$ cat config.mk
export PLATFORM = sky130hd
export DESIGN_NAME = branch_recovery_ctrl
export DESIGN_NICKNAME = d
export VERILOG_FILES = /design/src/rtl/branch_recovery_ctrl_pkg.sv /design/src/rtl/branch_recovery_ctrl_pred_fifo.sv /design/src/rtl/branch_recovery_ctrl.sv
export SDC_FILE = /design/constraint.sdc
export NUM_CORES = 1
export LEC_CHECK = 0
export CAP_MARGIN = 20
export CORE_AREA = 2 2 129 131
export DETAILED_ROUTE_END_ITERATION = 8
export DIE_AREA = 0 0 131 133
export PLACE_DENSITY = 0.92
export SLEW_MARGIN = 5
export SYNTH_ARGS = -nofsm -noshare
export SYNTH_HDL_FRONTEND = slang
export SYNTH_SLANG_ARGS = --single-unit
$ cat constraint.sdc
create_clock -name Clock -period 3.5 [get_ports Clock]
set_clock_uncertainty 0.1 [all_clocks]
set_input_delay 0.35 -clock Clock [delete_from_list [all_inputs] [get_ports Clock]]
set_output_delay 0.35 -clock Clock [all_outputs]
set_load 0.02 [all_outputs]
$ cat src/rtl/branch_recovery_ctrl_pkg.sv
// Shared definitions for the branch recovery controller: FSM encoding and
// default sizing constants.
package branch_recovery_ctrl_pkg;

  typedef enum logic {
    ST_RUN   = 1'b0,
    ST_FLUSH = 1'b1
  } state_e;

  localparam int unsigned DEFAULT_DEPTH        = 4;
  localparam int unsigned DEFAULT_FLUSH_CYCLES = 2;
  localparam int unsigned DEFAULT_AW           = 32;

  // Wide enough for FLUSH_CYCLES up to 15.
  localparam int unsigned FLUSH_CNT_W = 4;

endpackage

$ cat src/rtl/branch_recovery_ctrl_pred_fifo.sv
// Prediction tracking FIFO: holds one {pred, altPC} record per in-flight
// branch. The caller only asserts push when there is room (or a pop happens
// in the same cycle) and only asserts pop when the FIFO is not empty.
// clear has priority over push and pop.
module pred_fifo #(
  parameter int unsigned DEPTH = 4,
  parameter int unsigned W     = 33
) (
  input  logic         clk,
  input  logic         rst_n,
  input  logic         push,
  input  logic         pop,
  input  logic         clear,
  input  logic [W-1:0] din,
  output logic [W-1:0] dout,
  output logic         full,
  output logic         empty
);

  localparam int unsigned PW = $clog2(DEPTH);
  localparam int unsigned CW = PW + 1;

  logic [W-1:0]  mem_q [DEPTH];
  logic [W-1:0]  mem_d [DEPTH];
  logic [PW-1:0] wr_ptr_q, wr_ptr_d;
  logic [PW-1:0] rd_ptr_q, rd_ptr_d;
  logic [CW-1:0] count_q, count_d;

  // Next storage, pointers and occupancy; pointers wrap modulo DEPTH.
  always_comb begin
    mem_d    = mem_q;
    wr_ptr_d = wr_ptr_q;
    rd_ptr_d = rd_ptr_q;
    count_d  = count_q;
    if (clear) begin
      wr_ptr_d = '0;
      rd_ptr_d = '0;
      count_d  = '0;
    end else begin
      if (push) begin
        mem_d[wr_ptr_q] = din;
        wr_ptr_d        = wr_ptr_q + PW'(1);
      end
      if (pop) begin
        rd_ptr_d = rd_ptr_q + PW'(1);
      end
      count_d = count_q + CW'(push) - CW'(pop);
    end
  end

  // FIFO state registers with asynchronous clear.
  always_ff @(posedge clk or negedge rst_n) begin
    if (!rst_n) begin
      for (int unsigned i = 0; i < DEPTH; i++) begin
        mem_q[i] <= '0;
      end
      wr_ptr_q <= '0;
      rd_ptr_q <= '0;
      count_q  <= '0;
    end else begin
      mem_q    <= mem_d;
      wr_ptr_q <= wr_ptr_d;
      rd_ptr_q <= rd_ptr_d;
      count_q  <= count_d;
    end
  end

  assign dout  = mem_q[rd_ptr_q];
  assign full  = (count_q == CW'(DEPTH));
  assign empty = (count_q == '0);

endmodule

$ cat src/rtl/branch_recovery_ctrl.sv
// Branch recovery controller: tracks predicted branches from ID, checks
// them at resolution in EX, trains the predictor, and on a mispredict
// redirects fetch and holds Flush for FLUSH_CYCLES cycles.
module branch_recovery_ctrl
  import branch_recovery_ctrl_pkg::*;
#(
  parameter int unsigned DEPTH        = DEFAULT_DEPTH,
  parameter int unsigned FLUSH_CYCLES = DEFAULT_FLUSH_CYCLES,
  parameter int unsigned AW           = DEFAULT_AW
) (
  input  logic          Clock,
  input  logic          Reset_n,
  input  logic          PredValid_ID,
  input  logic          Prediction_ID,
  input  logic [AW-1:0] Target_ID,
  input  logic [AW-1:0] FallThrough_ID,
  input  logic          Resolve_EX,
  input  logic          Taken_EX,
  input  logic          Stall,
  output logic          Flush,
  output logic          Redirect,
  output logic [AW-1:0] RedirectPC,
  output logic          UpdateValid,
  output logic          UpdateTaken,
  output logic          Full,
  output logic          Error,
  output logic [15:0]   MispredCount
);

  localparam int unsigned EW = AW + 1;
  localparam logic [FLUSH_CNT_W-1:0] FLUSH_LEN = FLUSH_CNT_W'(FLUSH_CYCLES);

  state_e                 state_q, state_d;
  logic [FLUSH_CNT_W-1:0] flush_cnt_q, flush_cnt_d;
  logic                   redirect_q, redirect_d;
  logic [AW-1:0]          redirect_pc_q, redirect_pc_d;
  logic                   update_valid_q, update_valid_d;
  logic                   update_taken_q, update_taken_d;
  logic                   error_q, error_d;
  logic [15:0]            mispred_count_q, mispred_count_d;

  logic          fifo_full, fifo_empty;
  logic [EW-1:0] fifo_din, fifo_dout;
  logic          head_pred;
  logic [AW-1:0] head_alt;

  logic active, push_req, pop_req, pop_ok, push_ok, mispred, err_now;

  assign fifo_din  = {Prediction_ID, (Prediction_ID ? FallThrough_ID : Target_ID)};
  assign head_pred = fifo_dout[AW];
  assign head_alt  = fifo_dout[AW-1:0];

  pred_fifo #(
    .DEPTH (DEPTH),
    .W     (EW)
  ) u_pred_fifo (
    .clk   (Clock),
    .rst_n (Reset_n),
    .push  (push_ok),
    .pop   (pop_ok),
    .clear (mispred),
    .din   (fifo_din),
    .dout  (fifo_dout),
    .full  (fifo_full),
    .empty (fifo_empty)
  );

  // Qualify push/pop requests; a full FIFO still accepts a push when a pop
  // frees a slot in the same cycle, and a mispredict drops the push.
  always_comb begin
    active   = (state_q == ST_RUN) && !Stall;
    push_req = active && PredValid_ID;
    pop_req  = active && Resolve_EX;
    pop_ok   = pop_req && !fifo_empty;
    mispred  = pop_ok && (Taken_EX != head_pred);
    push_ok  = push_req && (!fifo_full || pop_ok) && !mispred;
    err_now  = (pop_req && fifo_empty) || (push_req && fifo_full && !pop_ok);
  end

  // FSM state register; the flush counter keeps running through Stall.
  always_ff @(posedge Clock or negedge Reset_n) begin
    if (!Reset_n) begin
      state_q     <= ST_RUN;
      flush_cnt_q <= '0;
    end else begin
      state_q     <= state_d;
      flush_cnt_q <= flush_cnt_d;
    end
  end

  // FSM next state: FLUSH lasts FLUSH_LEN cycles including the Redirect cycle.
  always_comb begin
    state_d     = state_q;
    flush_cnt_d = flush_cnt_q;
    case (state_q)
      ST_RUN: begin
        if (mispred) begin
          state_d     = ST_FLUSH;
          flush_cnt_d = FLUSH_LEN;
        end
      end
      ST_FLUSH: begin
        if (flush_cnt_q <= FLUSH_CNT_W'(1)) begin
          state_d     = ST_RUN;
          flush_cnt_d = '0;
        end else begin
          flush_cnt_d = flush_cnt_q - FLUSH_CNT_W'(1);
        end
      end
    endcase
  end

  // FSM outputs.
  always_comb begin
    Flush = (state_q == ST_FLUSH);
  end

  // Next values for the registered redirect, training and status outputs.
  always_comb begin
    redirect_d      = mispred;
    redirect_pc_d   = mispred ? head_alt : redirect_pc_q;
    update_valid_d  = pop_ok;
    update_taken_d  = pop_ok && Taken_EX;
    error_d         = error_q || err_now;
    mispred_count_d = mispred_count_q;
    if (mispred && (mispred_count_q != '1)) begin
      mispred_count_d = mispred_count_q + 16'd1;
    end
  end

  // Registered outputs.
  always_ff @(posedge Clock or negedge Reset_n) begin
    if (!Reset_n) begin
      redirect_q      <= 1'b0;
      redirect_pc_q   <= '0;
      update_valid_q  <= 1'b0;
      update_taken_q  <= 1'b0;
      error_q         <= 1'b0;
      mispred_count_q <= '0;
    end else begin
      redirect_q      <= redirect_d;
      redirect_pc_q   <= redirect_pc_d;
      update_valid_q  <= update_valid_d;
      update_taken_q  <= update_taken_d;
      error_q         <= error_d;
      mispred_count_q <= mispred_count_d;
    end
  end

  assign Redirect     = redirect_q;
  assign RedirectPC   = redirect_pc_q;
  assign UpdateValid  = update_valid_q;
  assign UpdateTaken  = update_taken_q;
  assign Error        = error_q;
  assign MispredCount = mispred_count_q;
  assign Full         = fifo_full;

endmodule

==> metrics list <==
- The share of the Yosys chip area taken by registers is a little under three fifths.
- Clk buf depth: 2
- At the pin with the least slew margin, the transition time is 840.3 ps.
- Summed over all layers, the global routing overflow is 0.
- The cell count after synthesis came out at about 790.
- Crit path DAT: 2920 ps
- Post-placement cell area: between 0.01 and 0.015 mm²
- Number of design-rule violations left by the first detailed-router iteration: between 400 and 500
* Origin of the critical flop-to-flop path: u_pred_fifo.rd_ptr_q[1]
- Final WL: 19250 µm
* CTS tree: built
- Cell Pwr Density: 860.8 mW/mm²
- Each instance of the synthesized netlist takes up on average between 10 and 15 µm².
* Crit-path cells: buf_4, mux2i_1, mux2i_2, buf_4, nand3_4, clkinv_1, nor2_1, ha_1, inv_1, fa_1, xor2_1, xnor2_1, nor2_1
- In the layout the commonest cells are sky130_fd_sc_hd__dfrtp_1, sky130_fd_sc_hd__nor2_1, sky130_fd_sc_hd__a21oi_1.
* Number of enable flip-flop cells after synthesis: 0
- For this design the top-level I/O count stands at 125.
- Worst-path maximum fanout: 20
- Routability Congestion: 0.7979
- The tightest hold path in the finished design has a slack of 376.1 ps.
* Post-CTS setup buffer count: 0
- The number of clock buffers added by TritonCTS is 17.
- The number of cells on the worst reg-to-reg path is 13.
- Busiest layer in global routing: met2
* Clock transition at the register clock pins on the worst setup and hold paths after CTS: 70 ps
- GRT met3 Usage: approximately 4.1%
- At the end of the flow, the number of nets in the layout was 988.
* Launching element type of the critical path: flip-flop
* Reported leakage power: 4.691 nW
- The count of buffers added on input and output ports is approximately 120.
* Number of antenna violations at the first check in global routing: 0
- In the global route stage, met2 resource usage came out at between 40% and 50%.
- The endpoint identified for the worst register-to-register timing path is u_pred_fifo.count_q[2].
- Once the floorplan was initialized, standard cells occupied 53.63% of the core.
- Across the whole layout, storage elements account for slightly below 0.005 mm².
* Vias: between 6k and 7k
- After floorplanning, the core was divided into 47 placement rows.
- Subtracting the final worst setup slack from the clock period gives approximately 2700 ps.
- Global routing used 31.62% of the available met1 tracks.
- Setup TNS after final layout: 0 ps
- Average wire per standard cell: 16.92 µm
- Via count of the first global-routing pass: 6738
- Overall die height: 133 µm
- Flip-flop cell with the highest count after synthesis: sky130_fd_sc_hd__dfrtp_1
* DRC Markers: 0
* Result of the run: completed
* Number of nets still failing antenna checks after routing: 0
- H-tree Lvls: 4
* Share of async-settable or async-resettable flops after synthesis: 100.0%
* Final Cycle Share: 77.82%
- Timing-limited maximum frequency: 367.2 MHz
- Summing every instance area after synthesis gives 0.008673 mm².
- Count of clock tree sinks: 196
* Yosys cell types: 39
- Counting instances, the worst hold path has a depth of 2.
- R2R Setup Slk: 780 ps
- Headroom to the max-slew limit: 43.98%
- The first TritonRoute pass finished after 5 iterations.
- Clock insertion delay at the later pin of the skew report: ~430 ps
* Count of fill cells added during filler insertion: 1175
- Warnings from Yosys: 0
- The area growth from synthesis to layout is 23.53%.
* Width of the die: 131 µm
- Post-synthesis net count: 875
- Final Max Slew Viols: 0
- Design Area, Final: 0.01071 mm²
- Leaving out fill and tap cells, the most frequent cell in the layout is sky130_fd_sc_hd__dfrtp_1.
- In this run the standard cell core region covers 0.01617 mm².
* Buffers & Inverters on Critical Path: 4
* Number of hold violations in the final report: 0
- Ant. Diodes: 0
* Worst min-delay path startpoint: Error
- Share of post-route cells with drive strength above 1: a little under an eighth
- In this design, the stage delay of the slowest critical-path cell is 380 ps.
- Entering global routing, the biggest net connects 103 pins.
- The first global-routing pass estimated 32830 µm of wire.
* Cell family with the largest share of critical-path delay: buffers and inverters
- In the routed layout, each cell is associated on average with a via count of 5.554.
* Area of the multi-input gates: ~0.0035 mm²
- The die covers 0.01742 mm².
* RSZ-0062 raised after global routing: no
- For hold timing, the worst endpoint is Error.
* Root buffer selected by CTS: sky130_fd_sc_hd__clkbuf_16
- STA puts the critical path data required time at 3700 ps.
- Max-cap violations in this run came to 0.
- Overall global routing resource usage: 24.23%
- The worst setup path is captured at a flip-flop.
- The tightest min-delay check is of the flip-flop to flip-flop type.
* Setup violation total in the final timing report: 0
- Synthesis inferred between 150 and 200 register bits.
- The worst-case IR drop observed on VDD is 0.4315 mV.
- The largest individual stage delay along the critical path comes from the cell sky130_fd_sc_hd__dfrtp_2.
- Summed over all nets, the half-perimeter wirelength after detailed placement is 12390 µm.
- The critical path in this run is classified as flip-flop to flip-flop.
## layout make-up
cell class	instances	area share [%]
clock inverters	10	0.8058
well taps	220	2.569
multi-input cells	535	33.01
clock buffers	20	4.169
flip-flops and latches	196	45.80
inverters	11	0.3854
repair buffers	146	13.25
## routing by layer
metal,share of wire [%],wire length [µm],up-vias
met4,2.0,389,0
li1,-,-,2935
met3,4.2,812,34
met5,0,0,-
met2,52,10050,179
met1,42,8005,3173
## where the power goes
group	switching [mW]	internal, mW
Clock	0.824	0.985
Combinational	1.76	1.70
Sequential	0.650	3.31
## synth_stat cells (2+ instances only)
cell	instances	area share (%)
sky130_fd_sc_hd__mux2i_1	36	4.2
sky130_fd_sc_hd__inv_1	10	0.43
sky130_fd_sc_hd__nor3_1	5	0.29
sky130_fd_sc_hd__nor2_1	139	6.0
sky130_fd_sc_hd__a31oi_1	5	0.36
sky130_fd_sc_hd__nor3b_1	3	0.26
sky130_fd_sc_hd__nand3_1	11	0.63
sky130_fd_sc_hd__nor4b_2	2	0.35
sky130_fd_sc_hd__a21oi_1	130	7.5
sky130_fd_sc_hd__buf_2	29	1.7
sky130_fd_sc_hd__buf_1	4	0.17
sky130_fd_sc_hd__nand2b_1	2	0.14
sky130_fd_sc_hd__xnor2_1	3	0.30
sky130_fd_sc_hd__mux2_2	6	0.78
sky130_fd_sc_hd__buf_6	2	0.26
sky130_fd_sc_hd__clkbuf_1	16	0.69
sky130_fd_sc_hd__mux4_2	32	8.3
sky130_fd_sc_hd__and2_1	2	0.14
sky130_fd_sc_hd__nand4_1	4	0.29
sky130_fd_sc_hd__xor2_1	16	1.6
sky130_fd_sc_hd__nand2_1	108	4.7
sky130_fd_sc_hd__ha_1	9	1.3
sky130_fd_sc_hd__dfrtp_1	196	57
sky130_fd_sc_hd__nor4_2	7	1.0
sky130_fd_sc_hd__o31ai_1	3	0.26
## what timing repair did
action / in CTS / in global routing
hold buffers: 1 / 0
gates resized for setup: 0 / 0
endpoints found under the setup margin: 0 / 0
hold endpoints to repair: 99 / 0
## per-stage QoR
step	util [%]	std cells	setup slack, ps	power [mW]
finish	66.25	1138	776.4	9.222
global route	66.25	1138	542.4	9.833
CTS	66.25	1138	769.4	9.273
detailed placement	62.89	1107	535.4	7.417
global placement	62.89	1107	665.3	7.179
floorplan	-	794	763.3	6.202
## worst register-to-register path: cells and delay by family (launching register included)
kind / cells / cell delay, ps
xor+xnor: 2 / 340
fa+ha+maj: 2 / 530
buf+inv: 4 / 610
flops: 1 / 380
mux: 2 / 380
simple gates: 3 / 250
## cells by family (layout without fill, tap and decap cells)
kind of cell             count (synthesis)  after routing  synth area share [%]
AND/OR/NAND/NOR                        290            290                 14.89
flip-flops                             196            196                 56.55
AO/OA/AOI/OAI                          141            141                 8.353
multiplexers                            75             75                 13.40
buffers and inverters                   63            187                 3.361
XOR/XNOR                                19             19                 1.919
adder cells (fa/ha/maj)                 10             10                 1.529
## state kept, by name, summed over array words and instances (netlist names)
name	flops
Flush	1
flush_cnt_q	4
u_pred_fifo.wr_ptr_q	2
Error	1
Redirect	1
UpdateTaken	1
UpdateValid	1
u_pred_fifo.count_q	3
u_pred_fifo.mem_q	132
RedirectPC	32
u_pred_fifo.rd_ptr_q	2
MispredCount	16
## worst max path at each step
stage | slack (ps) | start | cells past startpoint | end
CTS | 770 | u_pred_fifo.rd_ptr_q[1] | 13 | u_pred_fifo.count_q[2]
global route | 540 | Flush | 9 | u_pred_fifo.count_q[2]
global placement | 670 | Stall | 10 | u_pred_fifo.count_q[2]
detailed placement | 540 | Stall | 10 | u_pred_fifo.count_q[2]
floorplan | 760 | Flush | 12 | u_pred_fifo.count_q[2]
finish | 780 | u_pred_fifo.rd_ptr_q[1] | 13 | u_pred_fifo.count_q[2]
No activity file was read; power rests on OpenSTA's default activity.
